--- src/rtl/serial_shift_unit_if.sv ---
// Bundle between the control unit and the serial shifter.
//
// Handshake: the master raises start with op/operand/shamt_ext valid; the
// shifter samples them only on an edge where it is idle (busy=0). Requests
// made while busy is high are dropped, not queued. busy stays high from the
// accepting edge through the done cycle; done is a one-cycle pulse, and
// result is valid in that cycle and holds until the next accepted start.
interface serial_shift_unit_if #(
    parameter int XLEN = 32
);
    logic            start;
    logic [1:0]      op;
    logic [XLEN-1:0] operand;
    logic [31:0]     shamt_ext;
    logic            busy;
    logic            done;
    logic [XLEN-1:0] result;

    modport master (
        output start, op, operand, shamt_ext,
        input  busy, done, result
    );

    modport slave (
        input  start, op, operand, shamt_ext,
        output busy, done, result
    );
endinterface

--- src/rtl/serial_shift_unit.sv ---
// Multi-cycle SLL/SRL/SRA/ROL shifter: one bit position per clock.
// busy/done/result come straight from registers, so no input reaches an
// output combinationally. state_o exposes the FSM state for observation.
module serial_shift_unit #(
    parameter int XLEN    = 32,
    parameter int SHAMT_W = 5
) (
    input  logic                clk,
    input  logic                rst,
    serial_shift_unit_if.slave  bus_if,
    output logic [1:0]          state_o
);
    typedef enum logic [1:0] {
        ST_IDLE  = 2'd0,
        ST_SHIFT = 2'd1,
        ST_DONE  = 2'd2
    } state_t;

    localparam logic [1:0] OP_SLL = 2'b00;
    localparam logic [1:0] OP_SRL = 2'b01;
    localparam logic [1:0] OP_SRA = 2'b10;

    state_t             state_q, state_d;
    logic [XLEN-1:0]    work_q, work_d;
    logic [SHAMT_W-1:0] count_q, count_d;
    logic [1:0]         op_q, op_d;
    logic [XLEN-1:0]    shifted;

    // One-bit step of the working register for the latched operation.
    always_comb begin
        shifted = work_q;
        case (op_q)
            OP_SLL:  shifted = {work_q[XLEN-2:0], 1'b0};
            OP_SRL:  shifted = {1'b0, work_q[XLEN-1:1]};
            OP_SRA:  shifted = {work_q[XLEN-1], work_q[XLEN-1:1]};
            default: shifted = {work_q[XLEN-2:0], work_q[XLEN-1]};
        endcase
    end

    // Next-state logic: accept in IDLE, step in SHIFT, single-cycle DONE.
    always_comb begin
        state_d = state_q;
        work_d  = work_q;
        count_d = count_q;
        op_d    = op_q;
        case (state_q)
            ST_IDLE: begin
                if (bus_if.start) begin
                    work_d  = bus_if.operand;
                    count_d = bus_if.shamt_ext[SHAMT_W-1:0];
                    op_d    = bus_if.op;
                    // A zero count skips shifting entirely.
                    if (bus_if.shamt_ext[SHAMT_W-1:0] == '0) begin
                        state_d = ST_DONE;
                    end else begin
                        state_d = ST_SHIFT;
                    end
                end
            end
            ST_SHIFT: begin
                work_d  = shifted;
                count_d = count_q - SHAMT_W'(1);
                if (count_q == SHAMT_W'(1)) begin
                    state_d = ST_DONE;
                end
            end
            ST_DONE: begin
                state_d = ST_IDLE;
            end
            default: begin
                state_d = ST_IDLE;
            end
        endcase
    end

    // State registers; reset aborts any operation in flight and clears result.
    always_ff @(posedge clk) begin
        if (rst) begin
            state_q <= ST_IDLE;
            work_q  <= '0;
            count_q <= '0;
            op_q    <= 2'b00;
        end else begin
            state_q <= state_d;
            work_q  <= work_d;
            count_q <= count_d;
            op_q    <= op_d;
        end
    end

    assign bus_if.busy   = (state_q != ST_IDLE);
    assign bus_if.done   = (state_q == ST_DONE);
    assign bus_if.result = work_q;
    assign state_o       = state_q;
endmodule

--- src/flat_wrapper.sv ---
// flat-port wrapper written by rule: the top's interface ports become plain ports
module serial_shift_unit_flat 
#(
    parameter int XLEN    = 32,
    parameter int SHAMT_W = 5
)
  (clk, rst, state_o, bus_if_start, bus_if_op, bus_if_operand, bus_if_shamt_ext, bus_if_busy, bus_if_done, bus_if_result);
  serial_shift_unit_if #(.XLEN(XLEN)) bus_if_i ();
  input  logic clk;
  input  logic rst;
  output logic [1:0] state_o;
  input wire logic [$bits(bus_if_i.start)-1:0] bus_if_start;
  input wire logic [$bits(bus_if_i.op)-1:0] bus_if_op;
  input wire logic [$bits(bus_if_i.operand)-1:0] bus_if_operand;
  input wire logic [$bits(bus_if_i.shamt_ext)-1:0] bus_if_shamt_ext;
  output wire logic [$bits(bus_if_i.busy)-1:0] bus_if_busy;
  output wire logic [$bits(bus_if_i.done)-1:0] bus_if_done;
  output wire logic [$bits(bus_if_i.result)-1:0] bus_if_result;
  assign bus_if_i.start = bus_if_start;
  assign bus_if_i.op = bus_if_op;
  assign bus_if_i.operand = bus_if_operand;
  assign bus_if_i.shamt_ext = bus_if_shamt_ext;
  assign bus_if_busy = bus_if_i.busy;
  assign bus_if_done = bus_if_i.done;
  assign bus_if_result = bus_if_i.result;
  serial_shift_unit #(.XLEN(XLEN), .SHAMT_W(SHAMT_W)) u_core (.clk(clk), .rst(rst), .bus_if(bus_if_i), .state_o(state_o));
endmodule
--- config.mk ---
export PLATFORM = sky130hd
export DESIGN_NAME = serial_shift_unit_flat
export DESIGN_NICKNAME = d
export VERILOG_FILES = /design/src/rtl/serial_shift_unit_if.sv /design/src/rtl/serial_shift_unit.sv /design/src/flat_wrapper.sv
export SDC_FILE = /design/constraint.sdc
export NUM_CORES = 1
export LEC_CHECK = 0
export ABC_AREA = 1
export CORE_UTILIZATION = 37
export CTS_CLUSTER_SIZE = 25
export DETAILED_ROUTE_END_ITERATION = 8
export HOLD_SLACK_MARGIN = 0.02
export PLACE_DENSITY = 0.78
export SYNTH_ARGS = -nofsm -noshare
export SYNTH_HDL_FRONTEND = slang
export SYNTH_SLANG_ARGS = --single-unit
--- constraint.sdc ---
create_clock -name clk -period 1.74 [get_ports clk]
set_clock_uncertainty 0.1 [all_clocks]
set_input_delay 0.435 -clock clk [delete_from_list [all_inputs] [get_ports clk]]
set_output_delay 0.435 -clock clk [all_outputs]
set_load 0.02 [all_outputs]
# After elaboration in Yosys (flattened, before gate mapping)
# Cells that the tools add are included.
# word_totals
ff_bits	41
out_inout_bits	36
in_bits	69
elab_cells	32
# op_classes
reduce_logical	9
n_mux	9
n_eq_ne	8
n_addsub	1
# op_table
op	n
$pmux 32 s3	1
$pmux 32 s2	1
$mux 32	1
$pmux 5 s2	1
$mux 2	3
$reduce_and 2->1	3
$eq 5x1->1 const B	1
$logic_not 5->1	1
$mux 5	1
$sub 5x1->5 const B	1
$eq 2x1->1 const B	2
$eq 2x2->1 const B	2
$logic_not 2->1	2
$ne 2x2->1 const B	2
$pmux 2 s2	1
$reduce_bool 2->1	2
$reduce_and 3->1	1
$ne 2x1->1 const B	1

# Logic depth before layout (Yosys ltp)
# depth
ltp_word	4
depth_mapped	9
mapped_depth_nobuf	8

# Least setup slack after synthesis
# Ideal clock, no wire load.
# synth_path
path_type	flip-flop to output port
from	reg u_core.state_q[1], in the netlist u_core.state_o[1]
to	out bus_if_done
setup_slack_ns	0.327
arrival_time_ns	0.878
required_ns	1.205
path_stages_with_launch	3
cell_sequence	dfxtp_1 > inv_2 > nor2_1
# synth_between
elab_chain_len	1
# synth_lines
element	line	text
start: declaration	serial_shift_unit.sv:23	state_t state_q, state_d;
start signal: assignment	serial_shift_unit.sv:84	state_q <= state_d;
$eq 2x2->1	serial_shift_unit.sv:92	assign bus_if.done = (state_q == ST_DONE);
end: declaration	flat_wrapper.sv:17	output wire logic [$bits(bus_if_i.done)-1:0] bus_if_done;
# No other way between the ends.

# Worst setup path after layout
# layout_path
from	reg u_core.state_q[1], in the netlist u_core.state_o[1]
to	out bus_if_busy
# layout_between
elab_chain_len	1
# layout_lines
element	line	text
$reduce_bool 2->1	serial_shift_unit.sv:91	assign bus_if.busy = (state_q != ST_IDLE);
end: declaration	flat_wrapper.sv:16	output wire logic [$bits(bus_if_i.busy)-1:0] bus_if_busy;
# No other way between the ends.

==> metrics.txt <==
status=finished, final reports clean; most frequent cells in the layout=97 x nand2_1, 61 x nand3_1, 55 x inv_1; CP required=~1.2 ns; drt first pass iters=6; Max Cap Viol=0; type of origin of the critical path=flop; final non-filler cell total=between 500 and 600; worst hold slack=0.394 ns; row count=29; Combinational Power Share=0.395; Sw Share=0.379; Worst Setup End Kind=output pin; Avg Inst Size Synth=6.20 sq um; CTS Sinks=41; final setup fails=0; warnings from Yosys=0; Die Y-Extent=82.9 microns; die area=6880 sq um; Die X=82.9 microns; number of global-route vias before repair=between 2,000 and 3,000; Yosys reg bits=41; sequential element share of the synthesized area=0.339; PortBufs=77; most common cell after layout, fill and taps aside=nand2_1; dpl cells=543; TritonCTS clock tree=built; Fin Setup TNS=0 ns; internal power=0.00180 W; Tmin final=1.66 ns; core footprint=about 6300 sq um; WL per Instance=12.2 microns; syn_nets=462; Skew-Pair Late Insertion Delay=0.29 ns; Starting DRT DRC Count=146; Slew Viols, Final=0; nets@finish=544; Post-DP HPWL=~4900 microns; Final GP Congestion=0.844; peak supply drop=~0.4 mV; CTS Buf Count=5; clock-pin slew on the worst setup and hold paths=0.08 ns; CP arrival=1.12 ns; Remaining DRCs=0; pin count of the biggest net entering global routing=21; Tot GR Track Use=0.196; Remaining Overflow, GRT=0; Syn Std Cell Area=2420 sq um; worst min path class=reg2reg; Mapped Cells=around 400; CTS Root Cell=clkbuf_8; DP Worst Slack=-0.0329 ns; final hold vios=0; Psw=approximately 0.0011 W; setup slack on the worst flop-to-flop path=between 0.2 and 0.25 ns; Clk pwr share=0.210; CTS Buffer Depth=2; hold buffers post-CTS=0; starting density of the core=0.382; share of layout cells above drive strength 1=0.0886; Boundary Pins=105; design area=~3400 sq um; leakage power=1.70 nW; initial antenna violation count=0; vias=2,769; worst slew pin tran=0.294 ns; H-tree depth=2; first-pass GRT wire length=11,200 microns; post-route ant nets=0; Setup WS post-layout=0.0813 ns; area growth from synthesis to layout=38.6%; Final Routed Wirelength=about 6700 microns; sequential power share=0.394; Max Clk Rate=around 0.60 GHz; PD cells=861 nW/um^2; critical path fanouts, max=3; synth unique cells=23; DR vias/cell=5.03; relative slew slack=0.803; Critical Setup Path Class=reg2out; Area after DPL=3320 sq um; Diodes inserted=0; Final period util=0.953; RSZ-0062 raised after global routing=no
-- cells in the mapped netlist, drive strengths merged --
cell type,number,area (sq um)
nor2,15,66.3
a31oi,1,6.26
clkbuf,6,23.8
nor3,1,5.00
a21oi,38,190
ha,2,25.0
o211ai,1,7.51
buf,17,113
nand3,61,305
dfxtp,41,821
o21ai,46,230
inv,60,225
nand2,102,405
-- area by class of cell --
type	count	area (sq um)
Inverter	60	225
Timing Repair Buffer	98	892
Sequential cell	41	822
Tap cell	77	96.3
Multi-Input combinational cell	267	1240
Clock buffer	6	72.6
Fill cell	646	2990
Clock inverter	2	10.0
-- stage by stage --
stage / util / power, W
CTS: 0.530 / 0.00291
global route: 0.529 / 0.00309
finish: 0.529 / 0.00289
global placement: 0.524 / 0.00235
floorplan: - / 0.00190
detailed placement: 0.524 / 0.00237
-- critical path: stages (launching register included) --
cell	delay, ns
dfxtp_1	0.39
inv_2	0.06
nand2_1	0.06
dlygate4sd2_1	0.32
-- power groups by stage --
| stage | Clock, W | Combinational, W | Sequential, W |
|---|---|---|---|
| 2_1_floorplan | 0 | 0.000625 | 0.00127 |
| 3_3_place_gp | 0 | 0.00118 | 0.00116 |
| 3_5_place_dp | 0 | 0.00121 | 0.00116 |
| 4_1_cts | 0.000625 | 0.00114 | 0.00114 |
| 5_1_grt | 0.000655 | 0.00128 | 0.00115 |
| 6_report | 0.000609 | 0.00114 | 0.00114 |
-- per-layer routing --
layer / track usage / share of wire
met3: 0.0447 / 0.063
met4: 0.0705 / 0.020
met2: 0.343 / 0.46
met5: 0 / 0
met1: 0.235 / 0.45
-- cells by family after synthesis --
family / count (synthesis) / synth area share
DFF: 41 / 0.339
and+or+nand+nor: 179 / 0.323
adders and majority gates: 2 / 0.0103
AOI/OAI and AO/OA: 86 / 0.179
buffers and inverters: 83 / 0.149
-- flip-flops by register name, indices dropped and copies added (netlist names) --
| signal | flops |
|---|---|
| u_core.count_q | 5 |
| u_core.state_o | 2 |
| u_core.op_q | 2 |
| u_core.bus_if.result | 32 |
-- what timing repair did --
action | CTS | global route
setup endpoints to repair | 36 | 1
resized for setup | 37 | 2
buffers inserted | 0 | 0
gates cloned | 0 | 0
-- final timing paths --
path                                                      startpoint                               endpoint  cells past startpoint
worst min-delay path            u_core.bus_if.result[0]$_SDFFE_PP0P_   u_core.bus_if.result[0]$_SDFFE_PP0P_                      2
worst min register to register  u_core.bus_if.result[0]$_SDFFE_PP0P_   u_core.bus_if.result[0]$_SDFFE_PP0P_                      2
worst max register to register        u_core.state_o[1]$_SDFFE_PP0P_  u_core.bus_if.result[29]$_SDFFE_PP0P_                      8
worst max-delay path                  u_core.state_o[1]$_SDFFE_PP0P_                            bus_if_busy                      3
Note: power is estimated with default switching activity, not from simulation.
